## config.mk

```make
export PLATFORM = sky130hd
export DESIGN_NAME = keypad_entry_flat
export DESIGN_NICKNAME = d
export VERILOG_FILES = /design/src/rtl/keypad_pkg.sv /design/src/rtl/keypad_entry_if.sv /design/src/rtl/keypad_key_qualifier.sv /design/src/rtl/keypad_entry.sv /design/src/flat_wrapper.sv
export SDC_FILE = /design/constraint.sdc
export NUM_CORES = 1
export LEC_CHECK = 0
export ABC_AREA = 1
export CAP_MARGIN = 15
export CORE_AREA = 2 2 90 92
export CTS_CLUSTER_DIAMETER = 150
export CTS_CLUSTER_SIZE = 16
export DETAILED_ROUTE_END_ITERATION = 8
export DIE_AREA = 0 0 92 94
export GPL_ROUTABILITY_DRIVEN = 1
export MAX_ROUTING_LAYER = met4
export SKIP_CTS_REPAIR_TIMING = 1
export SLEW_MARGIN = 30
export SYNTH_ARGS = -nofsm -noshare
export SYNTH_HDL_FRONTEND = slang
export SYNTH_SLANG_ARGS = --single-unit
```

## constraint.sdc

```tcl
create_clock -name clk -period 2.3 [get_ports clk]
set_input_delay 0.46 -clock clk [delete_from_list [all_inputs] [get_ports clk]]
set_output_delay 0.46 -clock clk [all_outputs]
set_load 0.02 [all_outputs]
```

## src/rtl/keypad_pkg.sv

```systemverilog
// Shared constants, FSM state type and key classification for keypad_entry.
// Honors KEYPAD_BACKSPACE_EN: when defined, code D is backspace rather than a digit.
package keypad_pkg;

   localparam logic [3:0] KEY_NONE = 4'h0;
   localparam logic [3:0] KEY_BS   = 4'hD;
   localparam logic [3:0] KEY_CLR  = 4'hE;
   localparam logic [3:0] KEY_ENT  = 4'hF;

   localparam logic SEL_STATUS = 1'b1;
   localparam logic SEL_DATA   = 1'b0;

   typedef enum logic [2:0] {IDLE, STAT, SEL, CAP, EVAL} kp_state_e;

   function automatic logic is_digit(input logic [3:0] c);
`ifdef KEYPAD_BACKSPACE_EN
      return (c != KEY_NONE) && (c < KEY_BS);
`else
      return (c != KEY_NONE) && (c < KEY_CLR);
`endif
   endfunction

endpackage

```

## src/rtl/keypad_entry_if.sv

```systemverilog
// Polled register bus between the keypad scanner and its consumer.
interface keypad_entry_if;
   logic [15:0] keyout;
   logic        statusordata;
   logic        ack;

   modport master (input keyout, output statusordata, output ack);
   modport slave  (output keyout, input statusordata, input ack);
endinterface

```

## src/rtl/keypad_key_qualifier.sv

```systemverilog
// Debounce by consecutive identical polls plus a release-before-press rule.
import keypad_pkg::*;

module keypad_key_qualifier #(
   parameter int STABLE_POLLS = 4
) (
   input  logic       clk,
   input  logic       rst_n,
   input  logic       eval,
   input  logic [3:0] code,
   output logic       key_accept,
   output logic [3:0] key_code
);

   localparam logic [3:0] SP = 4'(STABLE_POLLS);

   logic [3:0] last_code, stab_cnt, next_cnt;
   logic       armed, same, sat, reach;

   always_comb begin
      same     = (code == last_code);
      sat      = (stab_cnt == SP);
      next_cnt = !same ? 4'd1 : (sat ? stab_cnt : stab_cnt + 4'd1);
      // Only the poll where the count first hits the threshold counts.
      reach      = eval && (next_cnt == SP) && !(same && sat);
      key_accept = reach && (code != KEY_NONE) && armed;
      key_code   = code;
   end

   always_ff @(posedge clk or negedge rst_n) begin
      if (!rst_n) begin
         last_code <= KEY_NONE;
         stab_cnt  <= 4'd0;
         armed     <= 1'b0;
      end else if (eval) begin
         last_code <= code;
         stab_cnt  <= next_cnt;
         if (reach) begin
            if (code == KEY_NONE) armed <= 1'b1;
            else if (armed)       armed <= 1'b0;
         end
      end
   end

endmodule

```

## src/rtl/keypad_entry.sv

```systemverilog
// Polls the keypad, qualifies presses and assembles a 4-digit hex entry.
// Honors KEYPAD_BACKSPACE_EN: when defined, code D deletes the newest digit.
import keypad_pkg::*;

module keypad_entry #(
   parameter int POLL_DIV     = 1024,
   parameter int STABLE_POLLS = 4
) (
   input  logic                  clk,
   input  logic                  rst_n,
   keypad_entry_if.master        kp,
   output logic [15:0]           entry,
   output logic [2:0]            digit_cnt,
   output logic                  overflow,
   output logic [15:0]           value,
   output logic                  value_valid
);

   localparam int PW = $clog2(POLL_DIV);

   kp_state_e   state;
   logic [PW-1:0] poll_cnt;
   logic        poll_tick;
   logic [3:0]  code_q;
   logic        key_accept;
   logic [3:0]  key_code;
   logic        unused_keyout;

   assign unused_keyout = ^kp.keyout[15:4];
   assign poll_tick     = (poll_cnt == PW'(POLL_DIV - 1));

   always_ff @(posedge clk or negedge rst_n) begin
      if (!rst_n)         poll_cnt <= '0;
      else if (poll_tick) poll_cnt <= '0;
      else                poll_cnt <= poll_cnt + 1'b1;
   end

   always_ff @(posedge clk or negedge rst_n) begin
      if (!rst_n) begin
         state           <= IDLE;
         kp.statusordata <= SEL_STATUS;
         kp.ack          <= 1'b0;
         code_q          <= KEY_NONE;
      end else begin
         case (state)
            IDLE: begin
               kp.statusordata <= SEL_STATUS;
               if (poll_tick) state <= STAT;
            end
            STAT: begin
               if (kp.keyout[0]) begin
                  state           <= SEL;
                  kp.statusordata <= SEL_DATA;
               end else begin
                  state <= IDLE;
               end
            end
            // Data select settles for a cycle before the word is taken.
            SEL: begin
               state  <= CAP;
               kp.ack <= 1'b1;
            end
            CAP: begin
               code_q          <= kp.keyout[3:0];
               kp.ack          <= 1'b0;
               kp.statusordata <= SEL_STATUS;
               state           <= EVAL;
            end
            EVAL:    state <= IDLE;
            default: state <= IDLE;
         endcase
      end
   end

   keypad_key_qualifier #(.STABLE_POLLS(STABLE_POLLS)) u_qual (
      .clk        (clk),
      .rst_n      (rst_n),
      .eval       (state == EVAL),
      .code       (code_q),
      .key_accept (key_accept),
      .key_code   (key_code)
   );

   always_ff @(posedge clk or negedge rst_n) begin
      if (!rst_n) begin
         entry       <= 16'h0;
         digit_cnt   <= 3'd0;
         overflow    <= 1'b0;
         value       <= 16'h0;
         value_valid <= 1'b0;
      end else begin
         value_valid <= 1'b0;
         if (key_accept) begin
            if (is_digit(key_code)) begin
               if (digit_cnt < 3'd4) begin
                  entry     <= {entry[11:0], key_code};
                  digit_cnt <= digit_cnt + 3'd1;
               end else begin
                  overflow <= 1'b1;
               end
            end else if (key_code == KEY_CLR) begin
               entry     <= 16'h0;
               digit_cnt <= 3'd0;
               overflow  <= 1'b0;
            end else if (key_code == KEY_ENT) begin
               if (digit_cnt != 3'd0) begin
                  value       <= entry;
                  value_valid <= 1'b1;
                  entry       <= 16'h0;
                  digit_cnt   <= 3'd0;
                  overflow    <= 1'b0;
               end
`ifdef KEYPAD_BACKSPACE_EN
            end else if (key_code == KEY_BS) begin
               if (digit_cnt != 3'd0) begin
                  entry     <= {4'h0, entry[15:4]};
                  digit_cnt <= digit_cnt - 3'd1;
                  overflow  <= 1'b0;
               end
`endif
            end
         end
      end
   end

endmodule

```

## src/flat_wrapper.sv

```systemverilog
// flat-port wrapper written by rule: the top's interface ports become plain ports
module keypad_entry_flat 
#(
   parameter int POLL_DIV     = 1024,
   parameter int STABLE_POLLS = 4
)
  (clk, rst_n, entry, digit_cnt, overflow, value, value_valid, kp_keyout, kp_statusordata, kp_ack);
  keypad_entry_if kp_i ();
  input  logic clk;
  input  logic rst_n;
  output logic [15:0] entry;
  output logic [2:0] digit_cnt;
  output logic overflow;
  output logic [15:0] value;
  output logic value_valid;
  input wire logic [$bits(kp_i.keyout)-1:0] kp_keyout;
  output wire logic [$bits(kp_i.statusordata)-1:0] kp_statusordata;
  output wire logic [$bits(kp_i.ack)-1:0] kp_ack;
  assign kp_i.keyout = kp_keyout;
  assign kp_statusordata = kp_i.statusordata;
  assign kp_ack = kp_i.ack;
  keypad_entry #(.POLL_DIV(POLL_DIV), .STABLE_POLLS(STABLE_POLLS)) u_core (.clk(clk), .rst_n(rst_n), .kp(kp_i), .entry(entry), .digit_cnt(digit_cnt), .overflow(overflow), .value(value), .value_valid(value_valid));
endmodule
```

==> results.md, run 1 <==
Routing:
- The first routing iteration left 119 violations.
- For this block, the routed nets add up to 5560 um of wire.
- The remaining number of nets flagged by the antenna check after routing is 0.
- In the final routed layout, each cell accounts on average for 11.4 um.
- The total number of vias is roughly 2200.
- Before antenna repair, the detailed router went through 4 iterations.
- For this run, design rule violations remaining after detail routing come to 0.
- The average via count per standard cell is 4.51.

STA:
- The total negative slack for setup checks is 0 ns.
- The clock arrives with 0.00597 ns of skew.
- Setup repair after global routing left no endpoint under its margin.
- The post-route worst hold slack is 0.131 ns.
- Static timing analysis puts the maximum clock frequency at 512 MHz.
- After layout, the minimum clock period comes to 1.95 ns.
- The number of slew-limit violations in the final report is 0.
- At the pin with the least slew margin, the transition time is 0.572 ns.
- The relative slew slack is 61.6%.
- The final setup violation count is 0.
- The fraction of the cycle the final worst path needs is 85.0%.
- The number of endpoints with negative hold slack in the final report is 0.

Layout:
- The footprint of the multi-input gates is around 1200 um^2.
- The fraction of final layout cells sized beyond drive strength 1 is between 10% and 20%.
- The layout has 735 filler cells.
- The post-layout net count is 406.
- From synthesis to final layout, the design area changed by 25.8%.
- The number of antenna repair diodes is 0.
- Across the whole layout, storage elements account for approximately 1600 um^2.

Min path:
- The path class of the lowest-slack min-delay path is input port to asynchronous set/reset pin.

Yosys:
- Of the total synthesized cell area, the portion taken by AND, OR, NAND and NOR gates is 25.5%.
- After synthesis, the largest family of logic cells by area is simple AND/OR/NAND/NOR gates.
- The gate count of the mapped netlist is 331.
- The average size of a mapped cell is approximately 9.0 um^2.
- The adder-cell share of the synthesized area is 2.09%.
- The summed instance area of the synthesized netlist is 2990 um^2.
- Sequential elements use 54.4% of the synthesized area.
- The share of the synthesized area in compound gates (AO/OA/AOI/OAI) is approximately a tenth.
- The number of different library cells in the post-synthesis netlist is 31.
- Summed over its instances, the top area cell type makes up 53.5% of the synthesized netlist area.
- The library cell occupying the most area in the post-synthesis netlist is dfrtp_1.
- The post-synthesis mux area share is 0%.
- The synthesized design contains 65 register bits.
- The xor-xnor portion of the synthesized cell area is 1.46%.
- Yosys printed 0 warnings.
- The synthesized net count is 354.
- After synthesis, the cell types taking the most area are dfrtp_1 (54%), nand2_1 (16%), o21ai_2 (5.3%), inv_1 (4.0%), o21ai_0 (2.3%).

Floorplanning:
- The overall die height is between 90 and 100 um.
- The site row count is 32.
- The starting density of the core is 39.3%.
- The floorplan step defined a die boundary enclosing 8650 um^2.
- The die is between 90 and 100 um wide.
- between 50 and 60 I/O pins were placed.
- The core region is 7610 um^2.

GRT:
- The number of global-route vias before repair is 2064.
- The first global-routing pass estimated 9610 um of wire.
- For this run, the total global-route usage over all layers was measured as 14.6%.
- The total global routing overflow is 0.
- The number of antenna violations at the first check in global routing is 0.
- Entering global routing, the biggest net connects 66 pins.

Place:
- The count of buffers added on input and output ports is 44.
- The half-perimeter wire length of the detailed placement result is 3750 um.
- Routability-driven placement finished with a final weighted congestion of 0.801.

Clock tree:
- The clock tree buffer depth is 2.
- The source-to-sink clock delay at the later pin of the worst-skew pair is 0.34 ns.
- The TritonCTS buffer count is 9.
- The post-CTS clock slew at the launch and capture registers of the worst setup and hold paths is approximately 0.07 ns.
- The clock tree synthesis step divided the H-tree into 3 levels.
- TritonCTS built the clock tree.
- The clock net in this run drives a total of 65 sinks.
- The CTS root buffer is clkbuf_8.

Run:
- Max-cap violations in this run came to 0.

Status:
- The flow ran to the end, and the final reports show no timing, DRC or antenna violations.

Setup path:
- The worst setup path is of the flip-flop to flip-flop kind.
- STA puts the critical path data required time at between 2 and 3 ns.
- The critical path capture point type is a flip-flop.
- The largest driver fanout on the critical path is 17.
- For the worst setup path, the data arrival time is 2.23 ns.
- STA classifies the critical path startpoint as a flip-flop.

Pwr:
- In this run the static leakage power is approximately 1.8 nW.
- VDD sags by at most 352 uV.
- Power spread over the standard cell area amounts to roughly 610 nW/um^2.
==> routing by layer <==
metal / GRT usage (%) / vias to the layer above / share of wire [%]
met5: - / - / 0
met4: 7.84 / 0 / 1.5
met3: 2.73 / 6 / 3.5
met2: 21.1 / 42 / 44
met1: 19.7 / 1018 / 51
li1: - / 1140 / -
==> final cells by class <==
class | count | share of cell area, %
clock inverters | 3 | 1.73
clock buffers | 12 | 3.85
multi-input cells | 220 | 30.7
inverters | 38 | 3.92
flip-flops and latches | 65 | 43.2
well taps | 102 | 3.39
repair buffers | 49 | 13.2
==> stage by stage <==
stage	instance area, um^2	util (%)	instances	worst slack, ns	total power [mW]
final	3770	49.5	489	0.346	2.29
after global routing	3770	49.5	489	0.0900	2.37
after CTS	3770	49.5	489	0.307	2.32
after detailed placement	3560	46.7	474	0.325	1.25
after global placement	3560	46.7	474	0.355	1.25
after floorplan	2990	-	331	0.506	1.21
==> power breakdown <==
part           total, mW  internal, mW  switching, mW
Clock               1.06         0.634          0.422
Combinational     0.0734        0.0223         0.0511
Sequential          1.16          1.15        0.00633
Total               2.29          1.81          0.479
==> worst max-delay path: stages, from the launching register on <==
cell	delay [ns]
dfrtp_1	0.43
inv_1	0.10
ha_1	0.14
nand3_1	0.14
inv_1	0.11
a21oi_1	0.06
nor2_2	0.17
nand3_2	0.12
nor2_4	0.14
nand2_4	0.16
inv_6	0.18
nand2_1	0.07
nand2_1	0.05
==> cells in the final DEF, fill, tap and decap left out, types with 4 or more instances in the layout <==
| master | Yosys | layout |
|---|---|---|
| nand2_1 | 127 | 127 |
| nor2_1 | 6 | 6 |
| clkbuf_8 | 0 | 10 |
| ha_1 | 5 | 5 |
| a21oi_1 | 4 | 4 |
| dfrtp_1 | 64 | 64 |
| nand4_1 | 5 | 5 |
| o21ai_2 | 18 | 18 |
| o21ai_0 | 14 | 14 |
| clkdlybuf4s50_1 | 0 | 43 |
| xor2_1 | 5 | 5 |
| nor3_1 | 6 | 6 |
| nand3_1 | 8 | 8 |
| inv_1 | 32 | 32 |
| inv_2 | 5 | 5 |
==> state kept, by name, indices dropped and copies added, names as in the netlist, 3 cells and up <==
signal                   flops
u_core.u_qual.last_code      4
u_core.value                16
u_core.code_q                4
u_core.entry                16
u_core.poll_cnt             10
u_core.digit_cnt             3
u_core.state                 3
u_core.u_qual.stab_cnt       4
==> worst paths after layout <==
check / from / end / slack [ns] / cells after the start
worst max-delay path: u_core.u_qual.stab_cnt[0] / u_core.value[6] / 0.35 / 12
worst min-delay path: rst_n / u_core.value[12] / 0.13 / 2
worst max register to register: u_core.u_qual.stab_cnt[0] / u_core.value[6] / 0.35 / 12
worst min register to register: u_core.value[12] / u_core.value[12] / 0.48 / 2
max in group asynchronous: rst_n / u_core.kp.statusordata / 1.85 / 2
min in group clk: u_core.value[12] / u_core.value[12] / 0.48 / 2
==> logic make-up after synthesis <==
kind of cell | Yosys count
adders and majority gates | 5
and+or+nand+nor | 169
buffers and inverters | 46
AOI/OAI and AO/OA | 41
DFF | 65
xor gates and xnor gates | 5
==> Yosys cell counts <==
cell,count
nand3_1,8
a21boi_0,1
nand2_4,1
nand2_1,127
nand2_2,2
dfrtp_1,64
a21oi_1,4
nor2_2,3
nand3_2,3
nor3_4,1
nor3_1,6
inv_6,1
o211ai_1,1
inv_2,5
ha_1,5
buf_2,2
dfstp_2,1
nand4_1,5
and2_1,1
o21ai_2,18
nor2_4,3
a221o_1,1
nor2_1,6
inv_1,32
buf_6,4
o21ai_0,14
o22ai_1,2
clkbuf_1,2
xor2_1,5
nand4_4,1
or2_2,2
Power figures use the tool's default switching activity.
==> inputs of run 2 (changes only) <==
--- a/config.mk
+++ b/config.mk
@@ -14,6 +14,7 @@
 export DIE_AREA = 0 0 92 94
 export GPL_ROUTABILITY_DRIVEN = 1
 export MAX_ROUTING_LAYER = met4
+export PLACE_DENSITY = 0.65
 export SKIP_CTS_REPAIR_TIMING = 1
 export SLEW_MARGIN = 30
 export SYNTH_ARGS = -nofsm -noshare
==> constraint.sdc (replaced) <==
create_clock -name clk -period 1.57 [get_ports clk]
set_input_delay 0.314 -clock clk [delete_from_list [all_inputs] [get_ports clk]]
set_output_delay 0.314 -clock clk [all_outputs]
set_load 0.02 [all_outputs]
==> results.md, run 2 (synthesized netlist as in run 1, its figures left out) <==
Floorplanning:
- The top-level port count was 57 (unchanged).
- The die extent in x is 92 um (unchanged).
- The area of the core was 7610 um^2 (unchanged).
- The overall die height came to 94 um (unchanged).
- The site row count is 32 (unchanged).
- The die area is 8650 um^2 (unchanged).
- The starting density of the core came to 39.3% (unchanged).

Setup path:
- The critical path capture point type is a flip-flop (unchanged).
- The data required time at the worst endpoint is 1.80 ns (was 2.58 ns).
- The largest driver fanout on the critical path is 8 (was 17).
- The category of the critical setup timing path is flip-flop to flip-flop (unchanged).
- The worst endpoint data arrival time is 2.11 ns (was 2.23 ns).
- The sort of element at the start of the critical path is a flip-flop (unchanged).

GRT:
- The number of global-route vias before repair came to 2264 (was 2064).
- The largest net degree at the start of global routing came to 66 (unchanged).
- The total global routing overflow is 0 (unchanged).
- The global-route wire length before repair was 10400 um (was 9610 um).
- The overall global routing resource usage is 15.9% (was 14.6%).
- The number of antenna violations at the first check in global routing is 0 (unchanged).

STA:
- The final worst setup slack is -0.310 ns (was 0.346 ns).
- The post-route worst hold slack came to 0.477 ns (was 0.131 ns).
- The time the final worst path needs with I/O delays and setup is 1.88 ns (was 1.95 ns).
- The actual slew at the worst max-slew pin is 0.347 ns (was 0.572 ns).
- The achievable clock frequency is 532 MHz (was 512 MHz).
- The fraction of the cycle the final worst path needs is 120% (was 85.0%).
- The number of slew-limit violations in the final report was 0 (unchanged).
- Unrepaired setup endpoints after global routing: yes (was no).
- The clock skew is 0.00560 ns (was 0.00597 ns).
- The relative slew slack is 76.9% (was 61.6%).
- The final setup violation count is 44 (was 0).
- The number of endpoints with negative hold slack in the final report is 0 (unchanged).

Routing:
- The total number of vias came to 2576 (was 2206).
- The routed length per placed instance was 13.7 um (was 11.4 um).
- The violation count after the first detailed-routing iteration is 94 (was 119).
- The first-pass iteration count of the detailed router is 4 (unchanged).
- The average via count per standard cell is 4.74 (was 4.51).
- The remaining number of nets flagged by the antenna check after routing is 0 (unchanged).
- The post-detailed-routing wire length is 7450 um (was 5560 um).
- The DRC violations left is 0 (unchanged).

Place:
- The half-perimeter wire length of the detailed placement result is 4230 um (was 3750 um).
- The number of buffers added on ports is 44 (unchanged).
- The weighted congestion at the end of routability-driven global placement is 0.735 (was 0.801).
- The count of placed standard cells including taps is 509 (was 474).

Clock tree:
- The clock tree buffer depth is 2 (unchanged).
- The post-CTS clock slew at the launch and capture registers of the worst setup and hold paths is 0.07 ns (about the same).
- The level count of the clock H-tree came to 3 (unchanged).
- The CTS root buffer is clkbuf_8 (unchanged).
- The TritonCTS buffer count was 9 (unchanged).
- The total number of clock tree sinks is 65 (unchanged).
- The TritonCTS clock tree was yes (unchanged).
- The source-to-sink clock delay at the later pin of the worst-skew pair was 0.34 ns (about the same).

Pwr:
- The leakage power came to 2.81 nW (was 1.81 nW).
- The power per cell area is 698 nW/um^2 (was 607 nW/um^2).
- The largest vdd supply drop is 516 uV (was 352 uV).

Min path:
- The path class of the lowest-slack min-delay path is flip-flop to flip-flop (was input port to asynchronous set/reset pin).

Layout:
- Most used cells in the layout excluding fill and tap cells: nand2_1 (90), dfrtp_1 (64), buf_4 (44), dlymetal6s2s_1 (39), nand2_2 (31) (was nand2_1 (127), dfrtp_1 (64), clkdlybuf4s50_1 (43), inv_1 (32), o21ai_2 (18)).
- The number of standard cells in the layout, taps in and fillers out is 544 (was 489).
- The post-layout net count is 460 (was 406).
- The fraction of final layout cells sized beyond drive strength 1 is 40.5% (was 15.5%).
- The number of antenna repair diodes is 0 (unchanged).
- The relative area change from synthesis to final layout is 56.4% (was 25.8%).
- The count of fill cells added during filler insertion is 646 (was 735).
- Registers with the most flip-flops: u_core.entry (16), u_core.value (16), u_core.poll_cnt (10) (unchanged).
- The utilization after layout is 61.5% (was 49.5%).
- The commonest non-fill, non-tap cell in the layout was nand2_1 (unchanged).

Status:
- The checks that failed: setup timing.
- Run status: finished, violations left (was completed).

Run:
- The count of maximum capacitance violations came to 0 (unchanged).
-- run 2: cell types whose count changed in the layout (fill, tap and decap cells not counted), sizes merged --
cell | before | now
clkinv | 1 | 3
clkdlybuf4s50 | 43 | 4
bufinv | 2 | 1
dlygate4sd3 | 0 | 1
inv | 38 | 39
clkinvlp | 0 | 2
dlymetal6s2s | 0 | 39
buf | 6 | 53
clkbuf | 12 | 13
nand2 | 130 | 132
-- run 2: area by class of cell --
cell class	instances	area, um^2	share of cell area [%]
Timing Repair inverter	2	22.5	0.481
Timing Repair Buffer	99	1030	22.0
Inverter	38	158	3.37
Clock inverter	5	55.1	1.18
Clock buffer	11	141	3.02
Sequential cell	65	1630	34.8
Tap cell	102	128	2.73
Multi-Input combinational cell	222	1520	32.4
-- run 2: worst max-delay path, stage by stage (launching register included) --
cell,delay (ns)
dfrtp_1,0.41
inv_2,0.10
ha_4,0.13
nand3_2,0.13
inv_2,0.11
a21oi_4,0.04
nor2_4,0.12
nand3_2,0.11
nor2_4,0.22
buf_6,0.17
nand2_8,0.09
nand2_2,0.08
nand2_1,0.06
-- run 2: metrics by stage --
stage	instance area [um^2]	setup TNS, ns	power (mW)	setup slack [ns]
2_1_floorplan	3020	-4.54	1.77	-0.177
3_3_place_gp	3840	-9.78	1.86	-0.271
3_5_place_dp	3840	-11.29	1.86	-0.304
4_1_cts	4030	-15.59	3.29	-0.324
5_1_grt	4680	-15.25	3.42	-0.435
6_report	4680	-9.95	3.27	-0.310
-- run 2: routing by layer --
metal | routed length (um) | GRT usage [%] | part of all wire [%] | vias up
met1 | 3160 | 20.3 | 42 | 1242
li1 | - | - | - | 1263
met2 | 3890 | 24.2 | 52 | 61
met3 | 297 | 4.33 | 4.0 | 10
met4 | 102 | 6.34 | 1.4 | 0
met5 | 0 | - | 0 | -
-- run 2: final timing paths --
kind / to / start / slack [ns] / depth (start not counted)
worst max register to register: u_core.value[1] / u_core.u_qual.stab_cnt[0] / -0.31 / 12
worst min-delay path: u_core.value[9] / u_core.value[9] / 0.48 / 2
worst min register to register: u_core.value[9] / u_core.value[9] / 0.48 / 2
max in group asynchronous: u_core.kp.statusordata / rst_n / 0.72 / 3
min in group asynchronous: u_core.value[8] / rst_n / 0.53 / 3
worst max-delay path: u_core.value[1] / u_core.u_qual.stab_cnt[0] / -0.31 / 12
-- run 2: report_power, final --
part           internal, mW  total, mW  switching (mW)
Combinational        0.0588      0.148          0.0893
Sequential             1.68       1.69         0.00808
Clock                 0.772       1.43           0.654
Total                  2.51       3.27           0.751
